## src/rtl/mips_mult_pkg.sv

```systemverilog
// Shared state encoding and sizing helpers for the HI/LO multiply sequencer.
package mips_mult_pkg;

    localparam int unsigned MULT_WIDTH = 32;

    typedef enum logic [1:0] {
        StIdle = 2'd0,
        StCalc = 2'd1,
        StDone = 2'd2
    } mult_state_e;

    // Counter must hold the full cycle count K = width / bits.
    function automatic int unsigned cnt_width(input int unsigned width, input int unsigned bits);
        return $clog2(width / bits + 1);
    endfunction

endpackage

```

## src/rtl/mult_shift_add.sv

```systemverilog
// Shift-add multiply datapath on unsigned magnitudes; retires BITS_PER_CYCLE multiplier bits per step.
module mult_shift_add #(
    parameter int unsigned WIDTH          = 32,
    parameter int unsigned BITS_PER_CYCLE = 1
) (
    input  logic               i_clk,
    input  logic               i_rst_n,
    input  logic               i_load,
    input  logic               i_step,
    input  logic [WIDTH-1:0]   i_mcand,
    input  logic [WIDTH-1:0]   i_mplier,
    output logic [2*WIDTH-1:0] o_product,
    output logic               o_done_zero
);

    localparam int unsigned PW = 2 * WIDTH;

    logic [PW-1:0]    r_acc;
    logic [PW-1:0]    r_mcand;
    logic [WIDTH-1:0] r_mplier;
    logic [PW-1:0]    w_acc_next;
    logic [WIDTH-1:0] w_mplier_next;

    always_comb begin
        w_acc_next = r_acc;
        for (int i = 0; i < int'(BITS_PER_CYCLE); i++) begin
            if (r_mplier[i]) begin
                w_acc_next = w_acc_next + (r_mcand << i);
            end
        end
    end

    assign w_mplier_next = r_mplier >> BITS_PER_CYCLE;

    // Product and zero flag reflect the state after the step in progress.
    assign o_product   = w_acc_next;
    assign o_done_zero = (w_mplier_next == '0);

    always_ff @(posedge i_clk or negedge i_rst_n) begin
        if (!i_rst_n) begin
            r_acc    <= '0;
            r_mcand  <= '0;
            r_mplier <= '0;
        end else if (i_load) begin
            r_acc    <= '0;
            r_mcand  <= {{WIDTH{1'b0}}, i_mcand};
            r_mplier <= i_mplier;
        end else if (i_step) begin
            r_acc    <= w_acc_next;
            r_mcand  <= r_mcand << BITS_PER_CYCLE;
            r_mplier <= w_mplier_next;
        end
    end

endmodule

```

## src/rtl/hilo_mult_ctrl.sv

```systemverilog
// Iterative MULT/MULTU sequencer with HI/LO registers and hazard stall.
// Define MULT_EARLY_TERM_EN to leave CALC once the remaining multiplier bits are all zero.
module hilo_mult_ctrl
    import mips_mult_pkg::*;
#(
    parameter int unsigned WIDTH          = MULT_WIDTH,
    parameter int unsigned BITS_PER_CYCLE = 1
) (
    input  logic             clk,
    input  logic             rst,
    input  logic             MultStartE,
    input  logic             MultSgnE,
    input  logic [WIDTH-1:0] SrcAE,
    input  logic [WIDTH-1:0] SrcBE,
    input  logic             MfHiE,
    input  logic             MfLoE,
    output logic [WIDTH-1:0] HiLoOutE,
    output logic             StallMult,
    output logic             MultBusy,
    output logic             MultComplete
);

    localparam int unsigned K  = WIDTH / BITS_PER_CYCLE;
    localparam int unsigned CW = cnt_width(WIDTH, BITS_PER_CYCLE);
    localparam int unsigned PW = 2 * WIDTH;

    if ((WIDTH % BITS_PER_CYCLE) != 0) begin : g_bad_bits
        $error("hilo_mult_ctrl: BITS_PER_CYCLE must divide WIDTH");
    end

    mult_state_e      r_state;
    mult_state_e      w_state_next;
    logic [CW-1:0]    r_cnt;
    logic             r_neg;
    logic [WIDTH-1:0] r_hi;
    logic [WIDTH-1:0] r_lo;

    logic             w_load;
    logic             w_step;
    logic             w_last;
    logic             w_a_neg;
    logic             w_b_neg;
    logic [WIDTH-1:0] w_a_mag;
    logic [WIDTH-1:0] w_b_mag;
    logic [PW-1:0]    w_prod;
    logic [PW-1:0]    w_prod_fix;
    logic             w_done_zero;

    // Negating the most negative value wraps to itself, which is its correct unsigned magnitude.
    assign w_a_neg = MultSgnE & SrcAE[WIDTH-1];
    assign w_b_neg = MultSgnE & SrcBE[WIDTH-1];
    assign w_a_mag = w_a_neg ? (WIDTH'(0) - SrcAE) : SrcAE;
    assign w_b_mag = w_b_neg ? (WIDTH'(0) - SrcBE) : SrcBE;

    mult_shift_add #(
        .WIDTH          (WIDTH),
        .BITS_PER_CYCLE (BITS_PER_CYCLE)
    ) u_datapath (
        .i_clk       (clk),
        .i_rst_n     (rst),
        .i_load      (w_load),
        .i_step      (w_step),
        .i_mcand     (w_a_mag),
        .i_mplier    (w_b_mag),
        .o_product   (w_prod),
        .o_done_zero (w_done_zero)
    );

    assign w_prod_fix = r_neg ? (PW'(0) - w_prod) : w_prod;

`ifdef MULT_EARLY_TERM_EN
    assign w_last = (r_cnt == CW'(1)) || w_done_zero;
`else
    logic w_unused_done_zero;
    assign w_unused_done_zero = w_done_zero;
    assign w_last             = (r_cnt == CW'(1));
`endif

    always_ff @(posedge clk or negedge rst) begin
        if (!rst) begin
            r_state <= StIdle;
        end else begin
            r_state <= w_state_next;
        end
    end

    always_comb begin
        w_state_next = r_state;
        unique case (r_state)
            StIdle, StDone: w_state_next = MultStartE ? StCalc : StIdle;
            StCalc:         if (w_last) w_state_next = StDone;
            default:        w_state_next = StIdle;
        endcase
    end

    always_comb begin
        MultBusy     = (r_state == StCalc);
        MultComplete = (r_state == StDone);
        w_step       = (r_state == StCalc);
        w_load       = MultStartE && (r_state != StCalc);
    end

    always_ff @(posedge clk or negedge rst) begin
        if (!rst) begin
            r_cnt <= '0;
            r_neg <= 1'b0;
            r_hi  <= '0;
            r_lo  <= '0;
        end else begin
            if (w_load) begin
                r_cnt <= CW'(K);
                r_neg <= w_a_neg ^ w_b_neg;
            end else if (w_step) begin
                r_cnt <= r_cnt - CW'(1);
            end
            if (w_step && w_last) begin
                r_hi <= w_prod_fix[PW-1:WIDTH];
                r_lo <= w_prod_fix[WIDTH-1:0];
            end
        end
    end

    assign StallMult = MultBusy & (MfHiE | MfLoE | MultStartE);
    assign HiLoOutE  = MfHiE ? r_hi : r_lo;

endmodule

```

## config.mk

```make
export PLATFORM = sky130hd
export DESIGN_NAME = hilo_mult_ctrl
export DESIGN_NICKNAME = d
export VERILOG_FILES = /design/src/rtl/mips_mult_pkg.sv /design/src/rtl/mult_shift_add.sv /design/src/rtl/hilo_mult_ctrl.sv
export SDC_FILE = /design/constraint.sdc
export NUM_CORES = 1
export LEC_CHECK = 0
export ABC_CLOCK_PERIOD_IN_PS = 4400
export CAP_MARGIN = 20
export CORE_MARGIN = 1.5
export CORE_UTILIZATION = 35
export DETAILED_ROUTE_END_ITERATION = 6
export PLACE_DENSITY = 0.53
export SLEW_MARGIN = 20
export SYNTH_ARGS = -nofsm -noshare
export SYNTH_HDL_FRONTEND = slang
export SYNTH_SLANG_ARGS = --single-unit
export TNS_END_PERCENT = 30
```

## constraint.sdc

```tcl
create_clock -name clk -period 4.4 [get_ports clk]
set_clock_uncertainty 0.15 [all_clocks]
set_input_delay 1.32 -clock clk [delete_from_list [all_inputs] [get_ports clk]]
set_output_delay 1.32 -clock clk [all_outputs]
set_load 0.005 [all_outputs]
```

==> impl_metrics.yaml <==
run_status:
  outcome: "complete, but fails checks"
  failed_checks: "setup timing"
clock_tree:
  cts_sinks: 233
  numCtsBuffers: 29
  cts_tree: "done"
  clk_pin_slew_worst_paths_ns: 0.06
  h-tree-depth: 1
  cts.path.max_buffers: 3
  insertion_delay_ns: 0.58
  clockRootBuffer: "clkbuf_16"
logic_synthesis:
  syn_inst: 2344
  synth_edf_count: 0
  yosys.cell_types.count: 96
  synth_mux_area_share_pct: 3.482
  synthesis.area_um2: 18080
  synth-seq-area-share_pct: 32.26
  synth_top_family_by_area: "compound AO/OA/AOI/OAI gates"
  synth-simple-area-share_pct: 24.19
  synthXorXnorAreaFrac_pct: 6.347
  synth_top_cell_by_area: "dfrtp_1"
  synth_most_common_cell: "nand2_1"
  synth-async-reset-ratio_pct: 100.0
  yosysTopAreaCellShare_pct: 32.26
  synthTopCellsByArea: "dfrtp_1, nand2_1, o21ai_0"
  synth-seq-cells: 233
  ys_top_cells_by_count: "nand2_1, o21ai_0, dfrtp_1"
  synth_ff_type: "dfrtp_1"
  yosysWarnings: 0
  synth_compound_area_share_pct: 24.73
  syn_avg_cell_area_um2: 7.712
  synth_fa_ha_area_share_pct: 4.818
  syn_nets: 2483
cells_and_area:
  fin_cells: 3530
  nets: 2965
  drive_gt1_share_pct: 25.45
  fin_area_um2: 24890
  regArea_um2: 5839
  fillers: 5047
  multi_input_area_um2: 12190
  area_delta_synth_final_pct: 37.70
timing:
  fin_tns_setup_ns: -0.7317
  post-route-period-util_pct: 102.6
  fin_crit_ns: 4.516
  rsz0062_at_grt: "yes"
  max-slew-margin-rel_pct: 38.48
  setup_viol: 10
  holdWs_ns: 0.3215
  slew_viol_final: 0
  fin_ws_ns: -0.1162
  timing.fmax_mhz: 221.4
  tightest_slew_ns: 0.9200
  hold_viol_final: 0
global_routing:
  grt_usage_pct: 26.24
  antenna_found_initial: 5
  grt_max_degree: 122
  overflow: 0
  grt_pass1_vias: 18630
  grt_first_pass_wirelength_um: 109000
worst_setup_path:
  cpPeakStageDelay_ns: 0.45
  arrival_ns: 4.79
  cp.required_ns: 4.68
  path_max_fanout: 6
  crit_chain: "ha_4 > buf_4 > and4_1 > nand4_1 > a311o_1 > a311o_1 > and3_4 > xnor2_2 > o41ai_4 > nand3_1 > o21bai_2 > buf_4 > or3_4 > o21ai_2 > xnor2_1 > o21ai_1"
  critical_path.startpoint_type: "flop"
  worstSetupPathType: "flop to flop"
  end_kind: "flop"
  slowest_stage: "dfrtp_2"
pwr:
  vdd_drop_max_mv: 0.3194
  power.density_nw_per_um2: 752.3
  totalPowerFinal_mw: 18.73
  leakage_nw: 11.09
die:
  start_util_pct: 35.31
  die_h_um: 230.3
  core_um2: 51200
  rows: 83
  ios: 105
  dieArea_um2: 53020
  fp.dieW_um: 230.3
routing:
  drc: 0
  drtIter0Drc: 1538
  vias: 19210
  firstDrtPassIters: 5
  vias_per_cell: 5.443
  drt-total-wl_um: 70870
  wl_per_cell_um: 20.08
  antenna_left: 0
placement:
  place_inst: 3458
  gp_congestion: 0.9560
  placed_area_um2: 23070
  dp_hpwl_um: 55990
  io_buffer_count: 104
hold_path:
  hp-class: "flop to flop"
flow_run:
  drv_cap: 0
flip-flops by register name, indices dropped and copies added (netlist names):
| name | count |
|---|---|
| r_neg | 1 |
| r_cnt | 6 |
| r_hi | 32 |
| u_datapath.r_acc | 64 |
| r_lo | 32 |
| u_datapath.r_mcand | 64 |
| r_state | 2 |
| u_datapath.r_mplier | 32 |
layer usage:
metal / global-route usage (%) / share of wire [%] / vias up
met3: 3.323 / 5.7 / 89
met4: 5.556 / 2.2 / 2
met1: 38.27 / 48 / 9156
met2: 41.24 / 44 / 528
met5: 0 / 0.018 / -
li1: - / - / 9439
logic make-up (layout without fill, tap and decap cells):
family | after synthesis | after routing
and+or+nand+nor | 945 | 946
AOI/OAI and AO/OA | 724 | 724
DFF | 233 | 233
buffers and inverters | 184 | 688
xor gates and xnor gates | 131 | 131
adders and majority gates | 69 | 69
muxes | 58 | 58
other | 0 | 1
where the power goes:
group | internal (mW) | switching [mW]
Clock | 1.50 | 1.00
Sequential | 3.03 | 0.783
Combinational | 5.63 | 6.78
Total | 10.2 | 8.56
area by class of cell:
| cell class | instances | area share, % |
|---|---|---|
| well taps | 680 | 3.418 |
| repair buffers | 602 | 19.66 |
| flip-flops and latches | 233 | 23.46 |
| clock inverters | 7 | 0.3820 |
| multi-input cells | 1928 | 48.97 |
| diodes | 1 | 0.01005 |
| inverters | 32 | 0.5027 |
| clock buffers | 47 | 3.589 |
placed cells by master (no fill, tap or decap), types with 55 or more instances in the layout:
cell,n
buf_4,486
nand2_1,396
o21ai_0,270
dfrtp_1,228
nor2_1,158
a21oi_1,151
nand3_1,149
clkdlybuf4s50_1,102
xnor2_1,74
ha_1,55
stage by stage:
step	setup WS, ns	util (%)
floorplan	0.1431	-
detailed placement	-0.3659	45.06
finish	-0.1162	48.62
global placement	-0.2772	45.06
global route	-0.3198	48.61
CTS	-0.06911	47.65
critical path: cells and delay by family, from the launching register on:
kind	cells	cell delay (ns)
AO/OA/AOI/OAI	6	1.66
AND/OR/NAND/NOR	5	1.18
flip-flops	1	0.45
buffers and inverters	2	0.32
XOR/XNOR	2	0.31
adder cells (fa/ha/maj)	1	0.29
what timing repair did:
item,4_1_cts,5_1_grt
gates resized for setup,48,94
hold buffers,0,0
setup endpoints to repair,27,34
pin swaps,19,37
setup buffers,12,6
gates cloned,0,1
worst paths after layout:
kind	start	to	slack, ns	cells after the start
worst max-delay path	u_datapath.r_acc[18]	r_hi[29]	-0.12	16
worst min-delay path	r_lo[29]	r_lo[29]	0.32	2
worst max register to register	u_datapath.r_acc[18]	r_hi[29]	-0.12	16
worst min register to register	r_lo[29]	r_lo[29]	0.32	2
max in group asynchronous	rst	r_lo[10]	2.71	2
min in group asynchronous	rst	u_datapath.r_acc[63]	0.62	1
(Power assumes the default switching activity.)
